[src/rtl/johnson_monitor_if.sv]
// johnson_monitor_if: groups the Johnson monitor's sample inputs and its
// status outputs so that the monitor and its driver share one port bundle.
//   code_in    : Johnson code from the counter (WIDTH bits)
//   up_down    : the direction control that is also driven into the counter
//   index      : decoded position 0..2*WIDTH-1
//   valid      : tracking, and the current sample is legal
//   illegal    : the current sample is not a Johnson code
//   step_err   : one-cycle pulse on a bad step
//   fault      : monitor is in its FAULT state
//   wrap_count : signed net wrap count (two's complement, modular)
//   err_count  : saturating error count
// The master modport drives the samples; the slave modport (the monitor)
// drives the status outputs.
interface johnson_monitor_if #(
    parameter int unsigned WIDTH  = 4,
    parameter int unsigned IDX_W  = 3,
    parameter int unsigned WRAP_W = 8,
    parameter int unsigned ERR_W  = 4
);
    logic [WIDTH-1:0]  code_in;
    logic              up_down;
    logic [IDX_W-1:0]  index;
    logic              valid;
    logic              illegal;
    logic              step_err;
    logic              fault;
    logic [WRAP_W-1:0] wrap_count;
    logic [ERR_W-1:0]  err_count;

    modport master (
        output code_in, up_down,
        input  index, valid, illegal, step_err, fault, wrap_count, err_count
    );

    modport slave (
        input  code_in, up_down,
        output index, valid, illegal, step_err, fault, wrap_count, err_count
    );
endinterface

[src/rtl/johnson_monitor.sv]
// johnson_monitor: downstream checker for a WIDTH-bit Johnson counter.
// Every clock edge it samples the counter's code and direction, decodes the
// code to a binary index, flags codes that are not Johnson codes, checks that
// each step moves at most one position in the commanded direction, and keeps
// a signed wrap count plus a saturating error count. All outputs are
// registered, so they describe the sample taken at the preceding edge.
// Ports:
//   clock : system clock, all state updates on posedge
//   reset : asynchronous, active-high reset
//   bus   : johnson_monitor_if slave (code_in/up_down in, status out)
module johnson_monitor #(
    parameter int unsigned WIDTH  = 4,
    parameter int unsigned IDX_W  = 3,
    parameter int unsigned WRAP_W = 8,
    parameter int unsigned ERR_W  = 4
) (
    input  logic                clock,
    input  logic                reset,
    johnson_monitor_if.slave    bus
);
    typedef enum logic [1:0] {ACQUIRE, TRACK, FAULT} state_t;

    localparam logic [IDX_W-1:0] LAST_IDX = IDX_W'(2 * WIDTH - 1);

    state_t             state_q, state_d;
    // The index output doubles as the previous position for step checking.
    logic [IDX_W-1:0]   idx_q, idx_d;
    logic               dir_q, dir_d;
    logic               valid_q, valid_d;
    logic               illegal_q, illegal_d;
    logic               step_err_q, step_err_d;
    logic               fault_q, fault_d;
    logic [WRAP_W-1:0]  wrap_q, wrap_d;
    logic [ERR_W-1:0]   err_q, err_d;

    logic               legal;
    logic [IDX_W-1:0]   ones;
    logic [IDX_W-1:0]   dec;
    logic [IDX_W-1:0]   next_up, next_dn;
    logic               accepted;
    logic               err_inc;

    // Decode: a legal code is a thermometer of ones (msb=0) or of zeros
    // (msb=1) filled from the LSB. A bit that differs from the bit below it
    // and also differs from the msb breaks the thermometer.
    always_comb begin
        legal = 1'b1;
        ones  = '0;
        for (int unsigned i = 0; i < WIDTH; i++) begin
            if (bus.code_in[i]) ones = ones + IDX_W'(1);
        end
        for (int unsigned i = 1; i < WIDTH; i++) begin
            if ((bus.code_in[i] != bus.code_in[i-1]) &&
                (bus.code_in[i] != bus.code_in[WIDTH-1])) legal = 1'b0;
        end
        // msb=1: WIDTH + zero count = 2*WIDTH - ones (modular in IDX_W)
        dec = bus.code_in[WIDTH-1] ? (IDX_W'(2 * WIDTH) - ones) : ones;
    end

    always_comb begin
        next_up  = (idx_q == LAST_IDX) ? '0 : idx_q + IDX_W'(1);
        next_dn  = (idx_q == '0) ? LAST_IDX : idx_q - IDX_W'(1);
        accepted = (dec == idx_q) || (dec == (dir_q ? next_up : next_dn));
    end

    always_comb begin
        state_d    = state_q;
        idx_d      = idx_q;
        dir_d      = bus.up_down;
        valid_d    = 1'b0;
        illegal_d  = ~legal;
        step_err_d = 1'b0;
        wrap_d     = wrap_q;
        err_inc    = 1'b0;

        case (state_q)
            ACQUIRE: begin
                if (legal) begin
                    idx_d   = dec;
                    state_d = TRACK;
                end
            end
            TRACK: begin
                if (!legal) begin
                    // Illegal sample wins over any step check.
                    state_d = FAULT;
                    err_inc = 1'b1;
                end else begin
                    valid_d = 1'b1;
                    idx_d   = dec;
                    if (accepted) begin
                        if (dir_q && (idx_q == LAST_IDX) && (dec == '0))
                            wrap_d = wrap_q + WRAP_W'(1);
                        else if (!dir_q && (idx_q == '0) && (dec == LAST_IDX))
                            wrap_d = wrap_q - WRAP_W'(1);
                    end else begin
                        step_err_d = 1'b1;
                        err_inc    = 1'b1;
                    end
                end
            end
            FAULT: begin
                if (legal) begin
                    idx_d   = dec;
                    state_d = ACQUIRE;
                end
            end
            default: state_d = ACQUIRE;
        endcase

        err_d   = (err_inc && (err_q != '1)) ? err_q + ERR_W'(1) : err_q;
        fault_d = (state_d == FAULT);
    end

    always_ff @(posedge clock or posedge reset) begin
        if (reset) begin
            state_q    <= ACQUIRE;
            idx_q      <= '0;
            dir_q      <= 1'b0;
            valid_q    <= 1'b0;
            illegal_q  <= 1'b0;
            step_err_q <= 1'b0;
            fault_q    <= 1'b0;
            wrap_q     <= '0;
            err_q      <= '0;
        end else begin
            state_q    <= state_d;
            idx_q      <= idx_d;
            dir_q      <= dir_d;
            valid_q    <= valid_d;
            illegal_q  <= illegal_d;
            step_err_q <= step_err_d;
            fault_q    <= fault_d;
            wrap_q     <= wrap_d;
            err_q      <= err_d;
        end
    end

    assign bus.index      = idx_q;
    assign bus.valid      = valid_q;
    assign bus.illegal    = illegal_q;
    assign bus.step_err   = step_err_q;
    assign bus.fault      = fault_q;
    assign bus.wrap_count = wrap_q;
    assign bus.err_count  = err_q;
endmodule
[src/flat_wrapper.sv]
// flat-port wrapper written by rule: the top's interface ports become plain ports
module johnson_monitor_flat 
#(
    parameter int unsigned WIDTH  = 4,
    parameter int unsigned IDX_W  = 3,
    parameter int unsigned WRAP_W = 8,
    parameter int unsigned ERR_W  = 4
)
  (clock, reset, bus_code_in, bus_up_down, bus_index, bus_valid, bus_illegal, bus_step_err, bus_fault, bus_wrap_count, bus_err_count);
  johnson_monitor_if #(.WIDTH(WIDTH), .IDX_W(IDX_W), .WRAP_W(WRAP_W), .ERR_W(ERR_W)) bus_i ();
  input  logic clock;
  input  logic reset;
  input wire logic [$bits(bus_i.code_in)-1:0] bus_code_in;
  input wire logic [$bits(bus_i.up_down)-1:0] bus_up_down;
  output wire logic [$bits(bus_i.index)-1:0] bus_index;
  output wire logic [$bits(bus_i.valid)-1:0] bus_valid;
  output wire logic [$bits(bus_i.illegal)-1:0] bus_illegal;
  output wire logic [$bits(bus_i.step_err)-1:0] bus_step_err;
  output wire logic [$bits(bus_i.fault)-1:0] bus_fault;
  output wire logic [$bits(bus_i.wrap_count)-1:0] bus_wrap_count;
  output wire logic [$bits(bus_i.err_count)-1:0] bus_err_count;
  assign bus_i.code_in = bus_code_in;
  assign bus_i.up_down = bus_up_down;
  assign bus_index = bus_i.index;
  assign bus_valid = bus_i.valid;
  assign bus_illegal = bus_i.illegal;
  assign bus_step_err = bus_i.step_err;
  assign bus_fault = bus_i.fault;
  assign bus_wrap_count = bus_i.wrap_count;
  assign bus_err_count = bus_i.err_count;
  johnson_monitor #(.WIDTH(WIDTH), .IDX_W(IDX_W), .WRAP_W(WRAP_W), .ERR_W(ERR_W)) u_core (.clock(clock), .reset(reset), .bus(bus_i));
endmodule
[config.mk]
export PLATFORM = sky130hd
export DESIGN_NAME = johnson_monitor_flat
export DESIGN_NICKNAME = d
export VERILOG_FILES = /design/src/rtl/johnson_monitor_if.sv /design/src/rtl/johnson_monitor.sv /design/src/flat_wrapper.sv
export SDC_FILE = /design/constraint.sdc
export NUM_CORES = 1
export LEC_CHECK = 0
export ABC_AREA = 1
export ABC_CLOCK_PERIOD_IN_PS = 3500
export BUFFER_PORTS_ARGS = -buffer_cell sky130_fd_sc_hd__buf_4
export CAP_MARGIN = 20
export CORE_ASPECT_RATIO = 1.5
export CORE_MARGIN = 1
export CORE_UTILIZATION = 60
export DETAILED_ROUTE_END_ITERATION = 6
export GPL_ROUTABILITY_DRIVEN = 1
export PLACE_DENSITY = 0.94
export SYNTH_ARGS = -nofsm -noshare
export SYNTH_HDL_FRONTEND = slang
export SYNTH_SLANG_ARGS = --single-unit
[constraint.sdc]
create_clock -name clock -period 3.5 [get_ports clock]
set_input_delay 0 -clock clock [delete_from_list [all_inputs] [get_ports clock]]
set_output_delay 0 -clock clock [all_outputs]
set_load 0.01 [all_outputs]
==> impl_metrics.ini <==
[timing]
finalCriticalPeriod_ps = 3040
relSlewSlack = 0.444
tightest_slew_ps = 832
setup_viol = 0
fin_setup_tns_ps = 0
final_max_slew_viol_count = 0
fmax_mhz = 329
hold_viol_final = 0
rsz0062_at_grt = no
fin_crit_sh = 0.869
clock_skew_ps = 1.88

[power_and_ir_drop]
power.share.switching = 0.400
clock_power_share = 0.211
pwr-share-comb = 0.472
p_leak_uw = 0.00115
p_per_area_nw_per_um2 = 542
peakVddDrop_mv = 0.495
switching_power_uw = 452
pwr-share-seq = 0.318
intPower_uw = 679

[clock_network]
cts_num_sinks = 22
clock_latency_ps = 260
cts_buffer_depth = 2
root_buffer = clkbuf_8
path_clk_slew_ps = 80
cts_tree = yes
post_cts_buffers = 0
htree_levels = 1
numCtsBuffers = 3

[floorplanning]
start_util = 0.648
fp.dieW_um = 46.6
die_h_um = 68.9
die_area_sq_um = 3210
num_rows = 23
core_sq_um = 2760
top_level_ports = 26

[yosys]
syn_area_sq_um = 1790
avgSynthCellArea_sq_um = 7.65
synth_warnings = 0
ys_seq_area_frac = 0.307
ys_types = 30
syn-num-nets = 258
synthCells = 234
ys_seq_elements = 22

[placed_design]
place.gp.congestion = 0.826
port_buffers = 25
hpwlAfterDp_um = 2660

[detailed_routing]
finalWirelength_um = 3590
drcViolationCount = 0
drt_pass1_iterations = 4
detail_route.wl_per_cell_um = 12.0
ant_nets = 0
vias = 1564
viasPerCell = 5.23
drt_iter0_markers = 37

[cells_and_area]
utilization = 0.756
diodes = 0
drive_above_1_share = 0.229
final_common_cell = nand2_1
mostFrequentLayoutCells = nand2_1 (63), inv_1 (29), buf_4 (25)
nNetsFinal = 287
area_growth_pct = 16.7

[worst_setup_path]
endpoint_kind = register
rr_startpoint = u_core.bus.index[0]
cp_slowest_cell = ha_1
crit_type = in2reg
cp_max_fo = 9
required_ps = 3660
cpPeakStageDelay_ps = 420
cp_data_arrival_time_ps = 3200
cp-start-kind = primary input
critical_path.startpoint = bus_code_in[1]
cpMostUsedCell = nand2_1

[grt]
antenna_found_initial = 0
grt_max_degree = 23
grtUsageTotal = 0.253
grt_pass1_wl_um = 5870
grt-ovfl-total = 0
grt_pass1_vias = 1434

[hold_path]
hold_path_class = in2reg
worstHoldStart = bus_code_in[1]

[run_status]
outcome = completed

[flow_run]
cap_violations = 0
==> final cells by class <==
| class | count | area [sq um] |
|---|---|---|
| Multi-Input combinational cell | 176 | 1090 |
| Clock buffer | 3 | 41.3 |
| Sequential cell | 22 | 551 |
| Inverter | 33 | 125 |
| Fill cell | 222 | 673 |
| Timing Repair Buffer | 27 | 208 |
| Clock inverter | 1 | 30.0 |
| Tap cell | 37 | 46.3 |
==> metal layers <==
layer  up-vias  wire length [um]  GRT usage
li1        800                 -          -
met4         0                66      0.103
met5         -                 0          0
met1       727              1540      0.308
met2        30              1900      0.441
met3         7                84     0.0234
==> per-stage QoR <==
step	instances	setup slack (ps)	total power, uW	hold slack, ps	area, sq um
floorplan	234	769	736	-10.8	1790
global placement	293	452	864	110	2000
detailed placement	293	349	887	111	2000
CTS	299	530	1130	151	2090
global route	299	213	1210	192	2090
finish	299	458	1130	145	2090
==> flip-flops by register name (all words and copies together) (netlist names) <==
name                   cells
u_core.dir_q               1
u_core.bus.err_count       4
u_core.bus.step_err        1
u_core.bus.valid           1
u_core.bus.index           3
u_core.bus.wrap_count      8
u_core.state_q             2
u_core.bus.fault           1
u_core.bus.illegal         1
==> power by group through the flow <==
stage	combinational [uW]	clock, uW	sequential (uW)
5_1_grt	600	246	367
6_report	534	238	359
4_1_cts	534	239	359
3_3_place_gp	501	0	364
3_5_place_dp	524	0	364
2_1_floorplan	359	0	377
==> synthesized netlist by cell type <==
cell,count,area (sq um)
o22ai_1,1,6.26
xnor2_1,5,43.8
inv_2,3,11.3
dfrtp_1,22,551
nand3_2,3,30.0
nand4_4,1,21.3
nand2_4,5,56.3
nand2_2,10,62.6
fa_1,1,20.0
a21oi_1,8,40.0
nand3_1,22,110
a31oi_1,1,6.26
o221ai_1,1,8.76
ha_1,16,200
inv_1,29,109
o21ai_2,5,43.8
buf_6,1,11.3
nand3_4,1,17.5
nand2_1,63,236
xor2_1,5,43.8
a21oi_4,1,16.3
o21ai_0,5,25.0
o21a_1,1,7.51
buf_4,2,15.0
nor3_1,1,5.00
nand4_1,3,18.8
clkinv_2,1,5.00
nor2_1,15,56.3
and2_1,1,6.26
nor2_2,1,6.26
==> logic make-up (layout without fill, tap and decap cells) <==
| group | after synthesis | after routing | synth area share |
|---|---|---|---|
| AO/OA/AOI/OAI | 23 | 23 | 0.0860 |
| XOR/XNOR | 10 | 10 | 0.0489 |
| adder cells (fa/ha/maj) | 17 | 17 | 0.123 |
| buffers and inverters | 36 | 64 | 0.0845 |
| flip-flops | 22 | 22 | 0.307 |
| AND/OR/NAND/NOR | 126 | 126 | 0.350 |
==> final timing paths <==
| kind | end | slack [ps] | depth (start not counted) |
|---|---|---|---|
| max in group asynchronous | u_core.bus.fault | 2530 | 3 |
| min in group asynchronous | u_core.bus.err_count[0] | 460 | 3 |
| min | u_core.bus.illegal | 150 | 4 |
| min reg2reg | u_core.state_q[0] | 490 | 1 |
| max reg2reg | u_core.bus.wrap_count[7] | 640 | 16 |
| max | u_core.bus.wrap_count[7] | 460 | 26 |
==> worst max-delay path: cells and delay by family <==
kind,cells,cell delay [ps]
adders and majority gates,3,1010
AOI/OAI and AO/OA,3,660
and+or+nand+nor,15,1180
buffers and inverters,5,360
==> timing repair <==
action,in CTS,in global routing
gates resized for setup,0,0
endpoints found under the hold margin,23,0
hold buffers,2,0
(Power assumes the default switching activity.)
